[src/rtl/demux_deserializer_32.sv]
// 1-to-32 serial demultiplexer/deserializer with valid/ready word output.
// Define DESER_MSB_FIRST_EN to place the first bit of a word in output_lines[31].
module demux_deserializer_32 #(
    parameter int WIDTH    = 32,
    parameter int SEL_BITS = 5
) (
    input  logic                clk,
    input  logic                rst,
    input  logic                serial_in,
    input  logic                in_valid,
    input  logic                in_start,
    output logic                in_ready,
    output logic [WIDTH-1:0]    output_lines,
    output logic                out_valid,
    input  logic                out_ready,
    output logic [SEL_BITS-1:0] selector_bits
);

    typedef enum logic {
        FILL,
        FULL
    } stateT;

    localparam logic [SEL_BITS-1:0] LAST_POS = SEL_BITS'(WIDTH - 1);

`ifdef DESER_MSB_FIRST_EN
    localparam logic [SEL_BITS-1:0] START_IDX = LAST_POS;
`else
    localparam logic [SEL_BITS-1:0] START_IDX = '0;
`endif

    stateT               state;
    stateT               stateNext;
    logic [WIDTH-1:0]    assembly;
    logic [WIDTH-1:0]    assemblyNext;
    logic [SEL_BITS-1:0] selNext;
    logic [SEL_BITS-1:0] writeIdx;
    logic                accept;
    logic                loadOut;

    assign in_ready  = (state == FILL);
    assign out_valid = (state == FULL);
    assign accept    = in_valid & in_ready;

    // The counter always runs 0..31; only the physical bit it targets flips.
`ifdef DESER_MSB_FIRST_EN
    assign writeIdx = LAST_POS - selector_bits;
`else
    assign writeIdx = selector_bits;
`endif

    always_ff @(posedge clk or posedge rst) begin
        if (rst) begin
            state <= FILL;
        end else begin
            state <= stateNext;
        end
    end

    // A start marker always wins over word completion, so a start at
    // position 31 re-aligns the frame instead of emitting a word.
    always_comb begin
        stateNext    = state;
        assemblyNext = assembly;
        selNext      = selector_bits;
        loadOut      = 1'b0;
        case (state)
            FILL: begin
                if (accept) begin
                    if (in_start) begin
                        assemblyNext            = '0;
                        assemblyNext[START_IDX] = serial_in;
                        selNext                 = SEL_BITS'(1);
                    end else begin
                        assemblyNext[writeIdx] = serial_in;
                        selNext                = selector_bits + SEL_BITS'(1);
                        if (selector_bits == LAST_POS) begin
                            loadOut   = 1'b1;
                            stateNext = FULL;
                        end
                    end
                end
            end
            FULL: begin
                if (out_ready) begin
                    stateNext = FILL;
                end
            end
            default: stateNext = FILL;
        endcase
    end

    // The output word lives in its own register so the assembly register is
    // free to be overwritten as soon as the word has been handed over.
    always_ff @(posedge clk or posedge rst) begin
        if (rst) begin
            assembly      <= '0;
            selector_bits <= '0;
            output_lines  <= '0;
        end else begin
            assembly      <= assemblyNext;
            selector_bits <= selNext;
            if (loadOut) begin
                output_lines <= assemblyNext;
            end
        end
    end

endmodule

[config.mk]
export PLATFORM = sky130hd
export DESIGN_NAME = demux_deserializer_32
export DESIGN_NICKNAME = d
export VERILOG_FILES = /design/src/rtl/demux_deserializer_32.sv
export SDC_FILE = /design/constraint.sdc
export NUM_CORES = 1
export LEC_CHECK = 0
export CAP_MARGIN = 20
export CORE_MARGIN = 3
export CORE_UTILIZATION = 55
export CTS_CLUSTER_SIZE = 16
export DETAILED_ROUTE_END_ITERATION = 8
export PLACE_DENSITY_LB_ADDON = 0.2
export SLEW_MARGIN = 10
export SYNTH_ARGS = -nofsm -noshare
export SYNTH_HDL_FRONTEND = slang
export SYNTH_SLANG_ARGS = --single-unit
[constraint.sdc]
create_clock -name clk -period 5.6 [get_ports clk]
set_input_delay 0.56 -clock clk [delete_from_list [all_inputs] [get_ports clk]]
set_output_delay 0.56 -clock clk [all_outputs]
set_load 0.1 [all_outputs]
=== After elaboration in Yosys (flattened, before gate mapping) ===
Index checks and enable logic that the tools add are counted.

* Add/sub/neg operators: 1
* $lt $le $gt $ge: 2
* Eq/ne operators: 1
* Muxes and demuxes: 13
* Bitwise operators: 2
* Reductions and logical operators: 2

{| class="wikitable"
|+ Operators with widths
! operator !! number
|-
| 32-bit 2-to-1 mux || 3
|-
| 32-bit bitwise mux || 1
|-
| 5-bit by 6-bit < comparator with 1-bit output, second input constant || 1
|-
| 1-bit 2-to-1 mux || 6
|-
| 5-bit by 1-bit adder with 5-bit output, second input constant || 1
|-
| 1-bit demux with 5-bit select || 1
|-
| 5-bit == test, second input constant || 1
|-
| 5-bit by 1-bit >= comparator with 1-bit output, second input constant || 1
|-
| 5-bit 2-to-1 mux || 1
|-
| 1-bit one-hot mux with 2 select lines || 1
|-
| 2-bit AND reduction || 1
|-
| 1-bit bitwise AND || 1
|-
| 1-bit logical AND || 1
|-
| 1-bit inverter || 1
|}

* Register bits after elaboration: 70
* Output and inout bits: 39
* Word-level logic and storage cells: 25

=== Depth between registers and ports, before layout ===
Gate-level depths: netlist of run 1.

* Word-level depth: 8
* Gate-level depth with buffers: 9
* Mapped depth without buffers: 6

=== Least setup slack after synthesis of run 1 ===
Ideal clock, no wire load.

* Path kind: register -> register
* From: register selector_bits[1]
* To: register output_lines[19]
* Library setup time: 0.078 ns
* Arrival: 2.530 ns
* Data required time: 5.522 ns
* Slack: 2.993 ns
* Cell stages (with the launch flop): 10
* Buffers on the path: 3
* Cell sequence: dfrtp_1 -> ha_1 -> clkbuf_1 -> and3_1 -> ha_1 -> and4bb_2 -> buf_4 -> buf_2 -> nor2_1 -> a21oi_1

* Cells in the longest elaborated chain, start to end: 8
* Elaborated cells between the ends (all ways): 14

{| class="wikitable"
|+ RTL lines
! element !! RTL line !! source
|-
| start: declaration || 16 || <nowiki>output logic [SEL_BITS-1:0] selector_bits</nowiki>
|-
| start signal: assignment || 102 || <nowiki>selector_bits <= selNext;</nowiki>
|-
| 5-bit by 6-bit < comparator with 1-bit output (implied by the code) / 5-bit by 1-bit >= comparator with 1-bit output (equally long branches) || 75 || <nowiki>assemblyNext[writeIdx] = serial_in;</nowiki>
|-
| 1-bit logical AND (implied by the code) || 75 ||
|-
| 1-bit 2-to-1 mux (implied by the code) || 75 ||
|-
| 1-bit demux with 5-bit select || 75 ||
|-
| 32-bit bitwise mux || 75 ||
|-
| 32-bit 2-to-1 mux || 70 || <nowiki>if (in_start) begin</nowiki>
|-
| 32-bit 2-to-1 mux || 69 || <nowiki>if (accept) begin</nowiki>
|-
| 32-bit 2-to-1 mux || 67 || <nowiki>case (state)</nowiki>
|-
| end signal: assignment || 104 || <nowiki>output_lines <= assemblyNext;</nowiki>
|-
| end: declaration || 13 || <nowiki>output logic [WIDTH-1:0] output_lines,</nowiki>
|}

Parallel ways exist; a longest one is shown, timed or not.
A chain may end at the register's enable or synchronous reset.

=== Worst setup path in the final report of run 1 ===
* From: register selector_bits[4]
* To: output port selector_bits[4]

No word-level cell between the ends.

==> flow_metrics.env, run 1 <==
export IMPL_status="finished clean"
export IMPL_tightest_slew_ps=979
export IMPL_cts_tree="built"
export IMPL_pwr_density_cell_nw_per_um2=331
export IMPL_slowest_delay_ps=1170
export IMPL_drive_gt1_share_pct=11.5
export IMPL_rsz0062_at_grt="no"
export IMPL_wirelength_mm=7.72
export IMPL_globalplace_congestion=0.719
export IMPL_die_h_um=88.6
export IMPL_place_ws_ps=2820
export IMPL_numCtsBuffers=9
export IMPL_seqPwrFrac_pct=43.1
export IMPL_fmax_mhz=316
export IMPL_fin_crit_ps=3170
export IMPL_rows=29
export IMPL_cp_start_kind="flop"
export IMPL_io_buffers=44
export IMPL_cp_depth=2
export IMPL_cp_arrival_ps=2610
export IMPL_dp_hpwl_mm=4.59
export IMPL_syn_avg_cell_area_um2=10.5
export IMPL_p_sw_mw=0.498
export IMPL_design_area_um2=4350
export IMPL_hold_path_class="flop to flop"
export IMPL_ant_nets=0
export IMPL_htree_levels=3
export IMPL_cts_path_max_buffers=2
export IMPL_viasPerCell=5.70
export IMPL_clk_latency_ps=350
export IMPL_grt_overflow=0
export IMPL_relSlewSlack_pct=34.5
export IMPL_drc=0
export IMPL_num_vias=2673
export IMPL_cap_violations=0
export IMPL_timing_setup_tns_ps=0
export IMPL_grt_pass1_wl_mm=13.1
export IMPL_postCtsSetupBuffers=0
export IMPL_syn_nets=370
export IMPL_final_nets=400
export IMPL_cts_reportedPaths_clkPinSlew_ps=70
export IMPL_peakVddDrop_v=0.000185
export IMPL_path_max_fanout=18
export IMPL_period_share_pct=56.6
export IMPL_fin_ws_ps=2430
export IMPL_cts_sinks=70
export IMPL_start_util_pct=57.8
export IMPL_syn_area_um2=3750
export IMPL_drtPass1Iterations=4
export IMPL_n_antenna_cell=0
export IMPL_fin_skew_ps=5.37
export IMPL_cts_hold_buf=0
export IMPL_utilization_pct=67.0
export IMPL_combinationalPowerShare_pct=27.9
export IMPL_grt_max_degree=71
export IMPL_hold_viol=0
export IMPL_end_kind="output port"
export IMPL_area_delta_synth_final_pct=15.9
export IMPL_setup_viol=0
export IMPL_critPathSlowestCell="clkdlybuf4s50_1"
export IMPL_finalPower_mw=1.44
export IMPL_placed_area_um2=4150
export IMPL_synth_cells=357
export IMPL_root_buffer="clkbuf_8"
export IMPL_cts_resized=0
export IMPL_ys_types=31
export IMPL_ys_warnings_count=0
export IMPL_final_max_slew_viol_count=0
export IMPL_ys_seq_area_share_pct=46.7
export IMPL_critPathRequiredTime_ps=5040
export IMPL_path_delay_family="buffers and inverters"
export IMPL_swShare_pct=34.6
export IMPL_crit_buf_inv=2
export IMPL_antenna_found_initial=0
export IMPL_p_int_mw=0.943
export IMPL_core_area_um2=6490
export IMPL_final_common_cell="dfrtp_1"
export IMPL_final_cell_mix="dfrtp_1, mux2i_1, clkdlybuf4s50_1"
export IMPL_crit_chain="buf_4 -> clkdlybuf4s50_1"
export IMPL_grt_use_total_pct=21.7
export IMPL_pwr_share_clk_pct=29.0
export IMPL_worstSetupPathType="flop to output port"
export IMPL_dieArea_um2=7850
export IMPL_r2r_cells=7
export IMPL_ios=45
export IMPL_min_path_cells=2
export IMPL_grt_pass1_vias=2692
export IMPL_drt_iter0_markers=170
export IMPL_wl_per_cell_um=16.5
export IMPL_die_w_um=88.6
export IMPL_ys_ff_latch=70
export IMPL_p_leak_nw=1.98
cell families after synthesis:
family	Yosys count	synth area share [%]
mux	59	15.8
buf+inv	37	5.70
fa+ha+maj	7	2.33
flops	70	46.7
compound gates	73	10.2
simple gates	111	19.4
per-layer routing:
layer | vias to the layer above | routed length (um) | GRT usage, %
met5 | - | 0 | 0
met3 | 11 | 287 | 3.72
met2 | 61 | 3590 | 33.3
met4 | 0 | 118 | 10.7
li1 | 1316 | - | -
met1 | 1285 | 3730 | 29.9
synth_stat cells (all sizes together):
library cell  instances  share of area [%]
a21bo                 1               0.27
a21oi                32                4.5
a31oi                 1               0.17
and3                  1               0.17
and3b                 1               0.23
and4bb               13                4.7
buf                  25                4.5
clkbuf                8               0.80
dfrtp                70                 47
ha                    7                2.3
inv                   4               0.40
mux2                  1               0.30
mux2i                58                 15
nand2                34                3.4
nand2b                3               0.50
nand3                 2               0.27
nand3b                1               0.20
nand4                 4               0.67
nand4b               12                2.8
nor2                 32                3.2
nor2b                 3               0.50
nor3b                 1               0.20
nor4b                 4                2.5
o21ai                38                5.1
o21bai                1               0.20
power groups by stage:
| stage | Sequential (mW) | Clock (mW) | Combinational, mW |
|---|---|---|---|
| after CTS | 0.620 | 0.427 | 0.404 |
| after global routing | 0.631 | 0.444 | 0.439 |
| after detailed placement | 0.629 | 0 | 0.403 |
| after floorplan | 0.681 | 0 | 0.288 |
| final | 0.621 | 0.418 | 0.402 |
| after global placement | 0.623 | 0 | 0.392 |
registers in the layout (all words and copies together), names as in the netlist:
signal         cells
assembly          32
output_lines      32
selector_bits      5
out_valid          1
final timing paths:
kind,start,endpoint,slack (ps)
min in group asynchronous,rst,output_lines[8]$_DFFE_PP0P_,800
max,selector_bits[4]$_DFFE_PP0P_,selector_bits[4],2430
min reg2reg,assembly[2]$_DFF_PP0_,assembly[2]$_DFF_PP0_,490
min,assembly[2]$_DFF_PP0_,assembly[2]$_DFF_PP0_,490
max in group asynchronous,rst,assembly[25]$_DFF_PP0_,4210
max reg2reg,selector_bits[1]$_DFFE_PP0P_,output_lines[0]$_DFFE_PP0P_,2950
metrics by stage:
step	hold slack (ps)	instances
after floorplan	449	357
after global placement	463	453
after detailed placement	471	453
after CTS	487	469
after global routing	523	469
final	486	469
final cells by class:
cell class | instances | area (um^2)
multi-input cells | 250 | 1790
well taps | 77 | 96.3
repair buffers | 52 | 500
inverters | 4 | 15.0
clock inverters | 4 | 45.0
flip-flops and latches | 70 | 1750
fillers | 519 | 2140
clock buffers | 12 | 155
worst reg2reg max path, delay by kind of cell (launching register included):
kind,cells,cell delay [ps]
AO/OA/AOI/OAI,1,170
adder cells (fa/ha/maj),2,620
buffers and inverters,1,490
flip-flops,1,480
AND/OR/NAND/NOR,3,810
No activity file was read; power rests on OpenSTA's default activity.
==> inputs of run 2 (changes only) <==
==> constraint.sdc (replaced) <==
create_clock -name clk -period 3.2 [get_ports clk]
set_input_delay 0.32 -clock clk [delete_from_list [all_inputs] [get_ports clk]]
set_output_delay 0.32 -clock clk [all_outputs]
set_load 0.1 [all_outputs]
==> flow_metrics.env, run 2 (same netlist as run 1, synthesis figures left out) <==
export IMPL_final_cell_mix="dfrtp_1, mux2i_1, clkdlybuf4s50_1"
export IMPL_grt_use_total_pct=21.1
export IMPL_timing_setup_tns_ps=0
export IMPL_combinationalPowerShare_pct=28.7
export IMPL_swShare_pct=36.0
export IMPL_p_int_mw=1.57
export IMPL_cp_arrival_ps=2000
export IMPL_seqPwrFrac_pct=45.1
export IMPL_core_area_um2=6490
export IMPL_grt_overflow=0
export IMPL_worstSetupPathType="flop to output port"
export IMPL_fin_skew_ps=8.35
export IMPL_postCtsSetupBuffers=0
export IMPL_end_kind="output port"
export IMPL_root_buffer="clkbuf_8"
export IMPL_hold_viol=0
export IMPL_path_max_fanout=7
export IMPL_drtPass1Iterations=4
export IMPL_utilization_pct=67.0
export IMPL_grt_pass1_vias=2633
export IMPL_p_sw_mw=0.884
export IMPL_pwr_share_clk_pct=26.2
export IMPL_p_leak_nw=1.98
export IMPL_dp_hpwl_mm=4.67
export IMPL_wl_per_cell_um=16.3
export IMPL_r2r_start="selector_bits[3]$_DFFE_PP0P_"
export IMPL_viasPerCell=5.75
export IMPL_period_share_pct=72.4
export IMPL_dieArea_um2=7850
export IMPL_final_common_cell="dfrtp_1"
export IMPL_cp_start_kind="flop"
export IMPL_io_buffers=44
export IMPL_cts_hold_buf=0
export IMPL_hold_path_class="flop to flop"
export IMPL_htree_levels=3
export IMPL_rsz0062_at_grt="no"
export IMPL_peakVddDrop_v=0.000346
export IMPL_setup_viol=0
export IMPL_fin_cells=472
export IMPL_grt_max_degree=71
export IMPL_cts_sinks=70
export IMPL_fin_crit_ps=2320
export IMPL_drc=0
export IMPL_tightest_slew_ps=973
export IMPL_antenna_found_initial=0
export IMPL_status="finished clean"
export IMPL_placed_cells=457
export IMPL_area_delta_synth_final_pct=15.9
export IMPL_reg_top3="assembly x32, output_lines x32, selector_bits x5"
export IMPL_startpoint="out_valid$_DFF_PP0_"
export IMPL_final_nets=404
export IMPL_fmax_mhz=432
export IMPL_n_antenna_cell=0
export IMPL_num_vias=2712
export IMPL_cts_reportedPaths_clkPinSlew_ps=70
export IMPL_final_max_slew_viol_count=0
export IMPL_globalplace_congestion=0.817
export IMPL_die_w_um=88.6
export IMPL_cts_resized=0
export IMPL_die_h_um=88.6
export IMPL_critPathRequiredTime_ps=2880
export IMPL_clk_latency_ps=340
export IMPL_start_util_pct=57.8
export IMPL_pwr_density_cell_nw_per_um2=564
export IMPL_relSlewSlack_pct=34.9
export IMPL_numCtsBuffers=9
export IMPL_wirelength_mm=7.70
export IMPL_cts_path_max_buffers=2
export IMPL_rows=29
export IMPL_worstHoldStart="assembly[4]$_DFF_PP0_"
export IMPL_cts_tree="built"
export IMPL_ant_nets=0
export IMPL_drt_iter0_markers=133
export IMPL_ios=45
export IMPL_cap_violations=0
export IMPL_grt_pass1_wl_mm=12.8
export IMPL_drive_gt1_share_pct=12.9
## run 2: path summary, 6_finish.rpt
| check | end | slack [ps] | depth (start not counted) |
|---|---|---|---|
| worst max-delay path | in_ready | 880 | 2 |
| worst min-delay path | assembly[4]$_DFF_PP0_ | 490 | 2 |
| worst max register to register | output_lines[26]$_DFFE_PP0P_ | 1210 | 6 |
| worst min register to register | assembly[4]$_DFF_PP0_ | 490 | 2 |
| max in group asynchronous | selector_bits[4]$_DFFE_PP0P_ | 2070 | 3 |
| min in group asynchronous | assembly[8]$_DFF_PP0_ | 570 | 3 |
## run 2: final cells by class
| class | count | area, um^2 |
|---|---|---|
| Fill cell | 496 | 2140 |
| Sequential cell | 70 | 1750 |
| Inverter | 4 | 15.0 |
| Tap cell | 77 | 96.3 |
| Timing Repair Buffer | 56 | 523 |
| Clock buffer | 12 | 155 |
| Clock inverter | 3 | 20.0 |
| Multi-Input combinational cell | 250 | 1790 |
## run 2: worst max-delay path: stages, from the launching register on
cell             delay, ps
dfrtp_1                440
inv_1                   90
clkdlybuf4s50_1       1130
## run 2: power groups by stage
| stage | clock, mW | combinational [mW] | sequential, mW |
|---|---|---|---|
| 3_3_place_gp | 0 | 0.689 | 1.11 |
| 2_1_floorplan | 0 | 0.504 | 1.19 |
| 6_report | 0.642 | 0.705 | 1.11 |
| 5_1_grt | 0.691 | 0.761 | 1.12 |
| 4_1_cts | 0.656 | 0.705 | 1.10 |
| 3_5_place_dp | 0 | 0.705 | 1.12 |
## run 2: layer usage
metal / track usage [%] / up-vias / part of all wire, %
met5: 0 / - / 0
met1: 30.9 / 1325 / 50
met3: 2.79 / 10 / 2.6
met2: 31.4 / 52 / 46
met4: 9.20 / 0 / 1.7
li1: - / 1325 / -
## run 2: stage by stage
step,power [mW],instance area (um^2),hold WS [ps],worst slack [ps]
finish,2.45,4350,487,884
global route,2.57,4350,518,830
CTS,2.47,4350,486,871
detailed placement,1.82,4180,471,1200
global placement,1.80,4180,462,1250
floorplan,1.69,3750,405,593
==> inputs of run 3 (changes only) <==
--- a/config.mk
+++ b/config.mk
@@ -7,7 +7,7 @@
 export LEC_CHECK = 0
 export CAP_MARGIN = 20
 export CORE_MARGIN = 3
-export CORE_UTILIZATION = 55
+export CORE_UTILIZATION = 50
 export CTS_CLUSTER_SIZE = 16
 export DETAILED_ROUTE_END_ITERATION = 8
 export PLACE_DENSITY_LB_ADDON = 0.2
==> constraint.sdc (replaced) <==
create_clock -name clk -period 2.1 [get_ports clk]
set_input_delay 0.21 -clock clk [delete_from_list [all_inputs] [get_ports clk]]
set_output_delay 0.21 -clock clk [all_outputs]
set_load 0.1 [all_outputs]
==> flow_metrics.env, run 3 (same netlist as run 1, synthesis figures left out) <==
export IMPL_grt_max_degree=71
export IMPL_cap_violations=0
export IMPL_slowest_delay_ps=520
export IMPL_viasPerCell=5.56
export IMPL_critPathSlowestCell="dfrtp_4"
export IMPL_die_w_um=92.7
export IMPL_rsz0062_at_grt="no"
export IMPL_grt_pass1_wl_mm=13.4
export IMPL_drc=0
export IMPL_fin_skew_ps=12.4
export IMPL_r2r_cells=6
export IMPL_die_h_um=92.7
export IMPL_numCtsBuffers=9
export IMPL_reg_top3="assembly x32, output_lines x32, selector_bits x5"
export IMPL_cts_reportedPaths_clkPinSlew_ps=70
export IMPL_wl_per_cell_um=15.7
export IMPL_crit_chain="ha_4 -> and3_1 -> ha_1 -> and4bb_2 -> buf_4 -> o21bai_1"
export IMPL_wl_met2_mm=3.51
export IMPL_rows=30
export IMPL_cts_tree="built"
export IMPL_drive_gt1_share_pct=23.6
export IMPL_htree_levels=3
export IMPL_ios=45
export IMPL_postCtsSetupBuffers=0
export IMPL_dp_hpwl_mm=4.79
export IMPL_globalplace_congestion=0.814
export IMPL_relSlewSlack_pct=61.4
export IMPL_drt_met1_wl_mm=3.83
export IMPL_dieArea_um2=8590
export IMPL_setup_viol=0
export IMPL_core_area_um2=7020
export IMPL_peakVddDrop_v=0.000424
export IMPL_wirelength_mm=7.76
export IMPL_ant_nets=0
export IMPL_wl_met3_um=320
export IMPL_final_nets=406
export IMPL_drt_iter0_markers=197
export IMPL_final_common_cell="dfrtp_1"
export IMPL_grt_pass1_vias=2676
export IMPL_status="finished clean"
export IMPL_highest_layer="met4"
export IMPL_grt_overflow=0
export IMPL_cts_sinks=70
export IMPL_fin_crit_ps=1860
export IMPL_cts_hold_buf=0
export IMPL_start_util_pct=53.5
export IMPL_antenna_found_initial=0
export IMPL_worstSetupPathType="flop to flop"
export IMPL_period_share_pct=88.4
export IMPL_area_delta_synth_final_pct=15.6
export IMPL_fillers=613
export IMPL_critPathRequiredTime_ps=2310
export IMPL_finalPower_mw=3.72
export IMPL_hold_viol=0
export IMPL_path_max_fanout=41
export IMPL_timing_setup_tns_ps=0
export IMPL_cts_resized=0
export IMPL_tightest_slew_ps=579
export IMPL_io_buffers=44
export IMPL_final_max_slew_viol_count=0
export IMPL_drtPass1Iterations=5
export IMPL_p_leak_nw=2.06
export IMPL_cp_arrival_ps=2070
export IMPL_cp_start_kind="flop"
export IMPL_cts_path_max_buffers=2
export IMPL_final_cell_mix="dfrtp_1, mux2i_1, buf_4"
export IMPL_num_vias=2747
export IMPL_grt_use_total_pct=19.7
export IMPL_n_antenna_cell=0
export IMPL_hold_path_class="input pin to asynchronous set/reset pin"
export IMPL_pwr_density_cell_nw_per_um2=857
export IMPL_fmax_mhz=539
export IMPL_clk_latency_ps=340
export IMPL_root_buffer="clkbuf_8"
export IMPL_end_kind="flop"
==> run 3: cell types whose count changed in the layout (fill, tap and decap cells not counted), moves of 2 or more <==
cell             before  now
clkbuf_8             11    9
dfrtp_4               0    4
clkdlybuf4s50_1      41    5
dfrtp_1              70   65
buf_4                15   51
clkinv_2              1    3
clkbuf_1              1    3
buf_12                0    2
==> run 3: final timing paths <==
kind | from | to | slack (ps)
worst max-delay path | selector_bits[0]$_DFFE_PP0P_ | out_valid$_DFF_PP0_ | 240
worst min-delay path | rst | output_lines[4]$_DFFE_PP0P_ | 300
worst max register to register | selector_bits[0]$_DFFE_PP0P_ | out_valid$_DFF_PP0_ | 240
worst min register to register | assembly[8]$_DFF_PP0_ | assembly[8]$_DFF_PP0_ | 480
max in group asynchronous | rst | selector_bits[3]$_DFFE_PP0P_ | 1460
min in group clk | out_ready | out_valid$_DFF_PP0_ | 430
==> run 3: metrics by stage <==
stage / std cells / area (um^2) / setup slack (ps) / hold slack, ps / util [%]
floorplan: 357 / 3810 / 13.5 / 295 / -
global placement: 478 / 4180 / 266 / 461 / 59.6
detailed placement: 478 / 4180 / 241 / 471 / 59.6
CTS: 494 / 4340 / 233 / 326 / 61.8
global route: 494 / 4340 / 114 / 345 / 61.8
finish: 494 / 4340 / 244 / 300 / 61.8
==> run 3: area by class of cell <==
class	instances	area (um^2)	area share [%]
Sequential cell	70	1770	40.7
Clock buffer	12	135	3.11
Inverter	4	18.8	0.432
Timing Repair Buffer	58	473	10.9
Tap cell	96	120	2.77
Multi-Input combinational cell	250	1800	41.5
Clock inverter	4	23.8	0.548
==> run 3: critical path, delay by kind of cell, from the launching register on <==
family	cells	cell delay, ps
compound gates	1	210
fa+ha+maj	2	340
buf+inv	1	250
flops	1	520
simple gates	2	400
==> run 3: routing by layer <==
metal  track usage, %  up-vias
li1                 -     1329
met1             27.8     1353
met2             30.9       57
met3             3.33        8
met4             6.47        0
met5                0        -
==> run 3: power breakdown <==
group	leakage (nW)	internal [mW]	switching, mW
logic	1.02	0.424	0.681
clock network	0.0841	0.426	0.496
registers	0.955	1.52	0.177
total	2.06	2.37	1.35
